**src/rtl/uart_alu_ctrl.sv**
```systemverilog
// rtl/uart_alu_ctrl.sv - UART-fed ALU frame controller: collects A, B, opcode bytes and transmits the result.
module uart_alu_ctrl #(
  parameter int NB_DATA     = 8,
  parameter int NB_OP       = 6,
  parameter int TIMEOUT_CYC = 5_000_000
) (
  input  logic               i_clk,
  input  logic               i_reset,
  input  logic               i_rx_done_tick,
  input  logic [NB_DATA-1:0] i_rx_data,
  input  logic [NB_DATA-1:0] i_alu_result,
  input  logic               i_tx_done_tick,
  output logic [NB_DATA-1:0] o_alu_a,
  output logic [NB_DATA-1:0] o_alu_b,
  output logic [NB_OP-1:0]   o_alu_op,
  output logic               o_tx_start,
  output logic [NB_DATA-1:0] o_tx_data,
  output logic               o_busy,
  output logic               o_timeout,
  output logic               o_overrun
);

  localparam int CNT_W = (TIMEOUT_CYC > 1) ? $clog2(TIMEOUT_CYC) : 1;
  localparam logic [CNT_W-1:0] CNT_LAST = CNT_W'((TIMEOUT_CYC > 0) ? TIMEOUT_CYC - 1 : 0);
  localparam logic TIMEOUT_EN = (TIMEOUT_CYC != 0);

  typedef enum logic [5:0] {
    WAIT_A   = 6'b000001,
    WAIT_B   = 6'b000010,
    WAIT_OP  = 6'b000100,
    SEND     = 6'b001000,
    START_TX = 6'b010000,
    WAIT_TX  = 6'b100000
  } state_t;

  state_t           state_q;
  state_t           state_d;
  logic [CNT_W-1:0] cnt_q;
  logic             in_frame;
  logic             timeout_hit;

  assign in_frame = (state_q == WAIT_B) || (state_q == WAIT_OP);
  // A byte arriving on the terminal count wins over the abort.
  assign timeout_hit = TIMEOUT_EN && in_frame && !i_rx_done_tick && (cnt_q == CNT_LAST);

  always_ff @(posedge i_clk or posedge i_reset) begin
    if (i_reset) state_q <= WAIT_A;
    else         state_q <= state_d;
  end

  always_comb begin
    state_d = state_q;
    case (state_q)
      WAIT_A:   if (i_rx_done_tick) state_d = WAIT_B;
      WAIT_B: begin
        if (i_rx_done_tick)   state_d = WAIT_OP;
        else if (timeout_hit) state_d = WAIT_A;
      end
      WAIT_OP: begin
        if (i_rx_done_tick)   state_d = SEND;
        else if (timeout_hit) state_d = WAIT_A;
      end
      SEND:     state_d = START_TX;
      START_TX: state_d = WAIT_TX;
      WAIT_TX:  if (i_tx_done_tick) state_d = WAIT_A;
      default:  state_d = WAIT_A;
    endcase
  end

  always_comb begin
    o_busy     = 1'b0;
    o_tx_start = 1'b0;
    case (state_q)
      SEND, WAIT_TX: o_busy = 1'b1;
      START_TX: begin
        o_busy     = 1'b1;
        o_tx_start = 1'b1;
      end
      default: ;
    endcase
  end

  always_ff @(posedge i_clk or posedge i_reset) begin
    if (i_reset) begin
      o_alu_a   <= '0;
      o_alu_b   <= '0;
      o_alu_op  <= '0;
      o_tx_data <= '0;
      o_timeout <= 1'b0;
      o_overrun <= 1'b0;
      cnt_q     <= '0;
    end else begin
      o_timeout <= timeout_hit;
      if (state_q == WAIT_A && i_rx_done_tick)  o_alu_a  <= i_rx_data;
      if (state_q == WAIT_B && i_rx_done_tick)  o_alu_b  <= i_rx_data;
      if (state_q == WAIT_OP && i_rx_done_tick) o_alu_op <= i_rx_data[NB_OP-1:0];
      if (state_q == SEND)                      o_tx_data <= i_alu_result;
      if (o_busy && i_rx_done_tick)             o_overrun <= 1'b1;
      if (TIMEOUT_EN && in_frame && !i_rx_done_tick && !timeout_hit)
        cnt_q <= cnt_q + CNT_W'(1);
      else
        cnt_q <= '0;
    end
  end

endmodule
```
**config.mk**
```make
export PLATFORM = sky130hd
export DESIGN_NAME = uart_alu_ctrl
export DESIGN_NICKNAME = d
export VERILOG_FILES = /design/src/rtl/uart_alu_ctrl.sv
export SDC_FILE = /design/constraint.sdc
export NUM_CORES = 1
export LEC_CHECK = 0
export ABC_CLOCK_PERIOD_IN_PS = 2400
export BUFFER_PORTS_ARGS = -buffer_cell sky130_fd_sc_hd__buf_2
export CAP_MARGIN = 20
export CORE_UTILIZATION = 52
export DETAILED_ROUTE_END_ITERATION = 6
export HOLD_SLACK_MARGIN = 0.1
export PLACE_DENSITY_LB_ADDON = 0.25
export RECOVER_POWER = 25
export SLEW_MARGIN = 20
export SYNTH_ARGS = -nofsm -noshare
export SYNTH_HDL_FRONTEND = slang
export SYNTH_SLANG_ARGS = --single-unit
```
**constraint.sdc**
```tcl
create_clock -name i_clk -period 2.4 [get_ports i_clk]
set_clock_uncertainty 0.05 [all_clocks]
set_input_delay 0.6 -clock i_clk [delete_from_list [all_inputs] [get_ports i_clk]]
set_output_delay 0.6 -clock i_clk [all_outputs]
set_load 0.05 [all_outputs]
```
==> qor.csv, run 1 <==
stage,metric,value,unit
cts,clk_pin_slew,0.07,ns
cts,post_cts_buffers,0,
layout,antenna_cells,0,
global_routing,grt_usage,21.7,%
cts,clock_path_buffers,2,
timing,rsz0062_at_grt,false,
timing,relSlewSlack,43.0,%
setup_path,r2r_setup_slack,0.29,ns
drt,wirelength,5.37,mm
layout,multiInputGateArea,0.00117,sq mm
cts,clkLatencyLatePin,0.34,ns
cts,h-tree-depth,3,
layout,final_cells,372,
drt,drtAntennaViolNets,0,
layout,area_growth,19.9,%
timing,fin_tns_setup,0,ns
cts,post_cts_resized,0,
logic_synthesis,synthArstFlopShare,100,%
logic_synthesis,yosysSeqAreaShare,55.1,%
placed_design,portBuffers,53,
logic_synthesis,synth_top_area_share,54.1,%
floorplan,ioPinCount,54,
drt,dr_total_vias,2063,
logic_synthesis,ys_types,42,
setup_path,cp.required,1.75,ns
global_routing,grt_pass1_wl,8.99,mm
global_routing,antenna_found_initial,0,
power_and_ir_drop,switching_share,39.8,%
setup_path,critPathKind,reg2out,
logic_synthesis,synth_top_family_by_area,simple AND/OR/NAND/NOR gates,
timing,fin_ws,0.0915,ns
logic_synthesis,synth.net_count,261,
power_and_ir_drop,max-vdd-ir-drop,910,uV
layout,fillers,417,
hold_path,hold_class,in2async,
cts,clock-sinks,61,
run,max-cap-violations,0,
cts,cts_tree,yes,
logic_synthesis,synth_edf_count,0,
logic_synthesis,synth_area_leaders,"dfrtp_1 (54%), mux2_2 (12%), nor2_1 (2.8%), xnor2_1 (2.5%), xor2_1 (2.2%)",
floorplan,initial_core_util,54.3,%
global_routing,grt-ovfl-total,0,
floorplan,die_h,75.0,um
timing,setup_violations,0,
logic_synthesis,synth_area_leader_cell,dfrtp_1,
power_and_ir_drop,p_int,2.22,mW
cts,cts-buffers-inserted,9,
floorplan,core-area,0.00511,sq mm
setup_path,cp-end-kind,output pin,
timing,max_freq,0.433,GHz
global_routing,first_global_vias,2002,
logic_synthesis,synth.area.mux_share,12.2,%
placed_design,dp.cells,356,
logic_synthesis,ys_seq_elements,61,
timing,worst_pin_slew,0.855,ns
power_and_ir_drop,power_frac_comb,35.5,%
timing,period_needed,2.31,ns
layout,final-seq-area,0.00153,sq mm
setup_path,crit_fanout,10,
timing,hold_ws,0.382,ns
logic_synthesis,syn_area_per_cell,11.6,sq um
logic_synthesis,synthAdderAreaFrac,0.451,%
logic_synthesis,synth_top_flop_cell,dfrtp_1,
logic_synthesis,syn_inst,240,
power_and_ir_drop,p_clk_share,27.4,%
timing,finalMaxSlewViolations,0,
drt,first_pass_iters,4,
cts,cts-root-buf,clkbuf_8,
logic_synthesis,synth_compound_area_share,6.68,%
logic_synthesis,ys.warnings.count,0,
power_and_ir_drop,pwr_density_cell,1110,mW/mm^2
cts,postCtsHoldBufs,0,
timing,finalHoldViolCount,0,
layout,layout_commonest_cell,dfrtp_1,
global_routing,grt_max_degree,25,
floorplan,placement_rows,26,
status,outcome,finished clean,
layout,final_nets,318,
placed_design,place_ws,0.290,ns
logic_synthesis,synth_area,0.00277,sq mm
floorplan,dieArea,0.00563,sq mm
power_and_ir_drop,p_switching,1.46,mW
setup_path,startpoint_type,flop,
setup_path,cp.arrival,1.66,ns
power_and_ir_drop,p_total,3.68,mW
timing,min_period_over_period,96.2,%
placed_design,hpwl,3.74,mm
logic_synthesis,synth_xor_xnor_area_share,4.74,%
power_and_ir_drop,p_leak,1.49,nW
placed_design,place_congestion,0.786,
power_and_ir_drop,seq_power_share,37.1,%
layout,drive_gt1_share,37.7,%
floorplan,fp.dieW,75.0,um
logic_synthesis,synth-simple-area-share,18.2,%
drt,routedWlPerCell,14.4,um
drt,drtIter0Drc,110,
drt,vias_per_cell,5.55,
drt,drc_errors,0,
layout,final_cell_mix,"dfrtp_1 (60), buf_2 (53), mux2_2 (30)",
==> synth_stat cells, types with 2 or more instances <==
master	n
dfrtp_1	60
buf_2	5
nor2_2	2
o31ai_1	5
o21ai_0	6
a21oi_1	11
nand2_1	5
nor4bb_1	2
o211ai_1	2
nor2_1	21
nand3b_1	3
nand3_1	12
or2_2	2
nor3b_1	2
xnor2_1	8
clkbuf_1	6
inv_1	7
a31o_2	2
mux2_2	30
nor3_1	3
or4_1	6
xor2_1	7
nand4_2	2
or3_1	3
nand4_1	7
nor4_1	5
==> logic make-up after synthesis <==
family	Yosys count
AO/OA/AOI/OAI	30
XOR/XNOR	15
adder cells (fa/ha/maj)	1
buffers and inverters	18
flip-flops	61
multiplexers	30
AND/OR/NAND/NOR	85
==> path summary, 6_finish.rpt <==
path,from,end,cells after the start
min in group i_clk,o_overrun,o_overrun,1
worst min-delay path,i_reset,o_tx_data[3],2
worst min register to register,o_overrun,o_overrun,1
max in group asynchronous,i_reset,state_q[0],3
worst max-delay path,state_q[1],o_tx_start,3
worst max register to register,cnt_q[0],cnt_q[20],5
==> flip-flops by register name (all words and copies together), names as in the netlist <==
| name | flops |
|---|---|
| o_overrun | 1 |
| state_q | 6 |
| o_alu_a | 8 |
| cnt_q | 23 |
| o_tx_data | 8 |
| o_timeout | 1 |
| o_alu_op | 6 |
| o_alu_b | 8 |
==> worst max-delay path: stages, from the launching register on <==
cell and delay [ns]:
dfrtp_1 0.49, nor4_1 0.37, and3b_1 0.21, buf_2 0.26
==> routing by layer <==
metal | GRT usage [%] | wire (um) | vias up
li1 | - | - | 987
met2 | 33.9 | 2590 | 49
met4 | 7.55 | 62 | 0
met1 | 28.7 | 2500 | 1021
met5 | 0 | 0 | -
met3 | 6.96 | 210 | 6
==> through the flow <==
stage          cell area [sq um]  util [%]
6_report                    3330      65.1
5_1_grt                     3330      65.1
4_1_cts                     3330      65.3
3_5_place_dp                3110      60.9
3_3_place_gp                3110      60.9
2_1_floorplan               2770         -
==> cell type report <==
cell class	count	area share, %
clock buffers	10	4.14
clock inverters	6	2.60
inverters	7	0.790
multi-input cells	161	35.3
flip-flops and latches	61	45.9
well taps	70	2.63
repair buffers	57	8.65
==> power groups by stage <==
stage / clock (mW) / sequential (mW) / combinational (mW)
6_report: 1.01 / 1.36 / 1.31
3_5_place_dp: 0 / 1.38 / 1.31
4_1_cts: 1.03 / 1.37 / 1.32
2_1_floorplan: 0 / 2.03 / 0.361
3_3_place_gp: 0 / 1.37 / 1.30
5_1_grt: 1.07 / 1.40 / 1.38
No activity file was read; power rests on OpenSTA's default activity.
==> run 2: changes to the inputs <==
==> config.mk (replaced) <==
export PLATFORM = sky130hd
export DESIGN_NAME = uart_alu_ctrl
export DESIGN_NICKNAME = d
export VERILOG_FILES = /design/src/rtl/uart_alu_ctrl.sv
export SDC_FILE = /design/constraint.sdc
export NUM_CORES = 1
export LEC_CHECK = 0
export ABC_CLOCK_PERIOD_IN_PS = 1850
export BUFFER_PORTS_ARGS = -buffer_cell sky130_fd_sc_hd__buf_2
export CAP_MARGIN = 20
export CORE_UTILIZATION = 49
export DETAILED_ROUTE_END_ITERATION = 6
export HOLD_SLACK_MARGIN = 0.1
export PLACE_DENSITY = 0.75
export RECOVER_POWER = 25
export SLEW_MARGIN = 20
export SYNTH_ARGS = -nofsm -noshare
export SYNTH_HDL_FRONTEND = slang
export SYNTH_SLANG_ARGS = --single-unit
export TNS_END_PERCENT = 50
==> constraint.sdc (replaced) <==
create_clock -name i_clk -period 1.85 [get_ports i_clk]
set_clock_uncertainty 0.05 [all_clocks]
set_input_delay 0.4625 -clock i_clk [delete_from_list [all_inputs] [get_ports i_clk]]
set_output_delay 0.4625 -clock i_clk [all_outputs]
set_load 0.05 [all_outputs]
==> qor.csv, run 2 (synthesis gave the netlist of run 1 again) <==
stage,metric,value,unit
status,outcome,finished with violations,
status,violations,negative setup slack,
drt,first_pass_iters,4,
placed_design,place_congestion,0.809,
layout,drive_gt1_share,48.8,%
placed_design,portBuffers,53,
setup_path,critPathLaunch,state_q[3],
cts,clk_pin_slew,0.07,ns
cts,cts-buffers-inserted,9,
power_and_ir_drop,seq_power_share,34.7,%
cts,h-tree-depth,3,
setup_path,worst_path_max_delay_cell,dfrtp_2,
power_and_ir_drop,switching_share,39.0,%
global_routing,first_global_vias,2317,
power_and_ir_drop,p_clk_share,28.9,%
setup_path,cpPeakStageDelay,0.46,ns
power_and_ir_drop,p_switching,1.98,mW
hold_path,hold_class,in2reg,
placed_design,place_ws,-0.114,ns
layout,area_growth,36.0,%
global_routing,antenna_found_initial,0,
setup_path,worst_r2r_startpoint,state_q[0],
setup_path,reg2reg_to,o_alu_op[1],
run,max-cap-violations,0,
hold_path,hold_start,i_alu_result[2],
power_and_ir_drop,p_int,3.10,mW
timing,min_period_over_period,109,%
layout,layout_commonest_cell,dfrtp_1,
cts,cts-root-buf,clkbuf_8,
power_and_ir_drop,pwr_density_cell,1350,mW/mm^2
drt,vias_per_cell,5.58,
floorplan,fp.dieW,77.2,um
drt,wirelength,6.84,mm
global_routing,grt_usage,23.8,%
drt,drtAntennaViolNets,0,
drt,dr_total_vias,2299,
layout,antenna_cells,0,
drt,drc_errors,0,
timing,worst_pin_slew,0.877,ns
setup_path,reg2reg_depth,4,
drt,drtIter0Drc,149,
floorplan,placement_rows,27,
cts,clkLatencyLatePin,0.35,ns
layout,regMostFlops,cnt_q,
layout,largest_register_ffs,23,
timing,relSlewSlack,41.2,%
cts,clock_path_buffers,2,
floorplan,ioPinCount,54,
timing,period_needed,2.01,ns
global_routing,grt-ovfl-total,0,
floorplan,die_h,77.2,um
setup_path,timing.critical_path.buf_inv,2,
setup_path,startpoint_type,flop,
setup_path,r2r_setup_slack,-0.01,ns
hold_path,whs_endpoint,o_tx_data[2],
floorplan,initial_core_util,50.7,%
timing,finalHoldViolCount,0,
placed_design,hpwl,4.28,mm
global_routing,grt_pass1_wl,10.8,mm
timing,finalMaxSlewViolations,0,
setup_path,cp.required,1.34,ns
floorplan,dieArea,0.00597,sq mm
layout,final_cells,412,
timing,rsz0062_at_grt,true,
timing,hold_ws,0.296,ns
drt,routedWlPerCell,16.6,um
cts,cts_tree,yes,
setup_path,cp-end-kind,output pin,
timing,fin_ws,-0.160,ns
cts,clock-sinks,61,
hold_path,hold_depth,2,
power_and_ir_drop,power_frac_comb,36.4,%
setup_path,crit_fanout,5,
power_and_ir_drop,p_leak,1.70,nW
setup_path,cp.arrival,1.50,ns
global_routing,grt_max_degree,28,
setup_path,critPathKind,reg2out,
timing,setup_violations,16,
timing,max_freq,0.497,GHz
setup_path,crit_top_cell,buf_6,
placed_design,dp.cells,384,
setup_path,path_delay_family,flip-flops,
layout,final_cell_mix,"dfrtp_1 (57), buf_2 (51), buf_4 (35)",
floorplan,core-area,0.00547,sq mm
setup_path,crit_chain,buf_6 -> xor2_1 -> o211a_1 -> buf_6,
layout,final_nets,356,
power_and_ir_drop,max-vdd-ir-drop,1310,uV
[run 2: layer usage]
metal / GRT usage, % / routed length (um) / vias up / part of all wire [%]
met3: 6.07 / 298 / 17 / 4.4
li1: - / - / 1062 / -
met1: 28.3 / 2800 / 1150 / 41
met2: 40.2 / 3590 / 70 / 53
met4: 10.9 / 144 / 0 / 2.1
met5: 0 / 0 / - / 0
[run 2: how the worst max path moves through the flow]
stage                end  slack, ns  cells past startpoint
2_1_floorplan  cnt_q[20]      -0.13                      5
3_3_place_gp   cnt_q[20]      -0.06                      5
3_5_place_dp   cnt_q[20]      -0.11                      5
4_1_cts           o_busy      -0.15                      4
5_1_grt           o_busy      -0.20                      4
6_report          o_busy      -0.16                      4
[run 2: cell type report]
cell class              count  area (sq um)
fillers                   387          1700
repair buffers             95           624
clock buffers              10           138
multi-input cells         161          1250
well taps                  72          90.1
clock inverters             6           110
flip-flops and latches     61          1530
inverters                   7          27.5
[run 2: repair_timing]
item | in CTS | in global routing
endpoints found under the setup margin | 6 | 41
pin swaps | 4 | 6
hold buffers | 1 | 0
gates resized for setup | 11 | 13
setup buffers | 5 | 6
hold endpoints to repair | 18 | 0
[run 2: power groups by stage]
stage	sequential (mW)	clock, mW	combinational [mW]
3_5_place_dp	1.77	0	1.80
2_1_floorplan	2.64	0	0.469
4_1_cts	1.76	1.49	1.82
6_report	1.76	1.47	1.85
3_3_place_gp	1.75	0	1.77
5_1_grt	1.80	1.55	1.93
[run 2: stage by stage]
step / instance area, sq um / power (mW) / util [%] / TNS (ns)
final: 3770 / 5.08 / 69.0 / -0.390
after global routing: 3770 / 5.27 / 69.0 / -4.71
after CTS: 3690 / 5.06 / 67.4 / -0.274
after detailed placement: 3350 / 3.57 / 61.2 / -0.164
after global placement: 3350 / 3.53 / 61.2 / -0.0641
after floorplan: 2780 / 3.11 / - / -0.867
==> run 3: changes to the inputs <==
--- a/config.mk
+++ b/config.mk
@@ -5,13 +5,14 @@
 export SDC_FILE = /design/constraint.sdc
 export NUM_CORES = 1
 export LEC_CHECK = 0
-export ABC_CLOCK_PERIOD_IN_PS = 1850
+export ABC_CLOCK_PERIOD_IN_PS = 2100
 export BUFFER_PORTS_ARGS = -buffer_cell sky130_fd_sc_hd__buf_2
 export CAP_MARGIN = 20
-export CORE_UTILIZATION = 49
+export CORE_UTILIZATION = 52
 export DETAILED_ROUTE_END_ITERATION = 6
+export GPL_TIMING_DRIVEN = 0
 export HOLD_SLACK_MARGIN = 0.1
-export PLACE_DENSITY = 0.75
+export PLACE_DENSITY = 0.76
 export RECOVER_POWER = 25
 export SLEW_MARGIN = 20
 export SYNTH_ARGS = -nofsm -noshare
==> constraint.sdc (replaced) <==
create_clock -name i_clk -period 2.1 [get_ports i_clk]
set_clock_uncertainty 0.05 [all_clocks]
set_input_delay 0.525 -clock i_clk [delete_from_list [all_inputs] [get_ports i_clk]]
set_output_delay 0.525 -clock i_clk [all_outputs]
set_load 0.05 [all_outputs]
==> qor.csv, run 3 (synthesis gave the netlist of run 1 again) <==
stage,metric,value,unit
drt,wirelength,5.84,mm
cts,clock-sinks,61,
layout,fillers,414,
placed_design,placed_cell_area,0.00314,sq mm
layout,regMostFlops,cnt_q,
drt,drtIter0Drc,72,
setup_path,crit_chain,buf_2 -> xor2_1 -> o211a_1 -> buf_4,
layout,final_nets,324,
layout,stdcell_area,0.00342,sq mm
drt,routedWlPerCell,15.5,um
cts,cts-buffers-inserted,9,
setup_path,cp.arrival,1.46,ns
cts,clk_pin_slew,0.07,ns
layout,final_cell_mix,"dfrtp_1 (56), buf_2 (55), mux2_2 (30)",
power_and_ir_drop,p_leak,1.50,nW
power_and_ir_drop,max-vdd-ir-drop,1010,uV
layout,final_cells,378,
cts,clkLatencyLatePin,0.33,ns
run,max-cap-violations,0,
drt,dr_total_vias,2073,
timing,finalMaxSlewViolations,0,
timing,finalHoldViolCount,0,
floorplan,die_h,75.0,um
power_and_ir_drop,pwr_density_cell,1220,mW/mm^2
cts,h-tree-depth,3,
timing,min_period_over_period,96.9,%
global_routing,grt_pass1_wl,9.18,mm
layout,layout_commonest_cell,dfrtp_1,
global_routing,first_global_vias,1944,
drt,drc_errors,0,
hold_path,hold_class,in2reg,
setup_path,cpPeakStageDelay,0.36,ns
timing,max_freq,0.491,GHz
global_routing,grt_usage,22.6,%
floorplan,core-area,0.00511,sq mm
setup_path,startpoint_type,flop,
floorplan,fp.dieW,75.0,um
setup_path,cp.required,1.52,ns
setup_path,timing.critical_path.buf_inv,2,
cts,clock_path_buffers,2,
setup_path,crit_fanout,9,
timing,fin_tns_setup,0,ns
placed_design,dp.cells,363,
layout,drive_gt1_share,42.5,%
floorplan,ioPinCount,54,
layout,area_growth,23.5,%
drt,vias_per_cell,5.48,
global_routing,grt_max_degree,34,
drt,drtAntennaViolNets,0,
layout,final-seq-area,0.00153,sq mm
timing,setup_violations,0,
global_routing,antenna_found_initial,0,
layout,final_util,67.1,%
placed_design,portBuffers,52,
timing,worst_pin_slew,1.31,ns
global_routing,grt-ovfl-total,0,
layout,largest_register_ffs,23,
status,outcome,finished clean,
placed_design,hpwl,4.09,mm
layout,antenna_cells,0,
drt,first_pass_iters,4,
timing,relSlewSlack,12.4,%
placed_design,place_congestion,0.792,
floorplan,dieArea,0.00563,sq mm
placed_design,place_ws,-0.0606,ns
cts,cts_tree,yes,
cts,cts-root-buf,clkbuf_8,
setup_path,path_delay_family,flip-flops,
setup_path,cp_num_cells,4,
timing,period_needed,2.04,ns
timing,fin_ws,0.0647,ns
floorplan,initial_core_util,54.3,%
setup_path,cp-end-kind,output pin,
hold_path,hold_depth,2,
timing,rsz0062_at_grt,true,
setup_path,reg2reg_depth,5,
setup_path,critPathKind,reg2out,
layout,multiInputGateArea,0.00123,sq mm
floorplan,placement_rows,26,
setup_path,worst_path_max_delay_cell,dfrtp_1,
-- run 3: repair_timing --
item | CTS | global route
pin swaps | 2 | 1
setup endpoints to repair | 11 | 29
setup buffers | 2 | 1
gates resized for setup | 8 | 9
hold buffers | 0 | 0
-- run 3: worst paths after layout --
| path | start | to | slack (ns) |
|---|---|---|---|
| max | state_q[4] | o_busy | 0.06 |
| min | i_alu_result[7] | o_tx_data[7] | 0.37 |
| max reg2reg | cnt_q[1] | cnt_q[20] | 0.09 |
| min reg2reg | o_overrun | o_overrun | 0.41 |
| max in group asynchronous | i_reset | cnt_q[1] | 0.86 |
| min in group asynchronous | i_reset | o_alu_a[7] | 0.41 |
-- run 3: power by group --
part           switching (mW)  total [mW]  internal (mW)
registers               0.148        1.57           1.42
logic                    1.11        1.57          0.464
clock network           0.485        1.04          0.551
total                    1.74        4.18           2.44
-- run 3: layer usage --
metal  up-vias  track usage [%]  share of wire, %
li1        999                -                 -
met1      1026             30.7                46
met2        38             34.4                50
met3        10             5.22               2.8
met4         0             10.7               1.8
met5         -                0                 0
-- run 3: area by class of cell --
| type | count | share of cell area [%] |
|---|---|---|
| sequential | 61 | 44.8 |
| tap | 70 | 2.56 |
| inverter | 7 | 0.804 |
| buffer | 7 | 0.950 |
| clock inverter | 7 | 2.23 |
| timing repair buffer | 56 | 9.10 |
| multi-input combinational | 161 | 36.0 |
| clock buffer | 9 | 3.62 |
-- run 3: per-stage QoR --
step / power (mW) / hold WS (ns)
after floorplan: 2.74 / 0.423
after global placement: 3.05 / 0.387
after detailed placement: 3.11 / 0.395
after CTS: 4.18 / 0.126
after global routing: 4.37 / 0.351
final: 4.18 / 0.370
-- run 3: worst register-to-register path: stages (launching register included) --
cell and delay (ns):
dfrtp_2 0.42, ha_4 0.17, nand4_2 0.17, or4_4 0.57, or4_1 0.41, a21oi_1 0.15
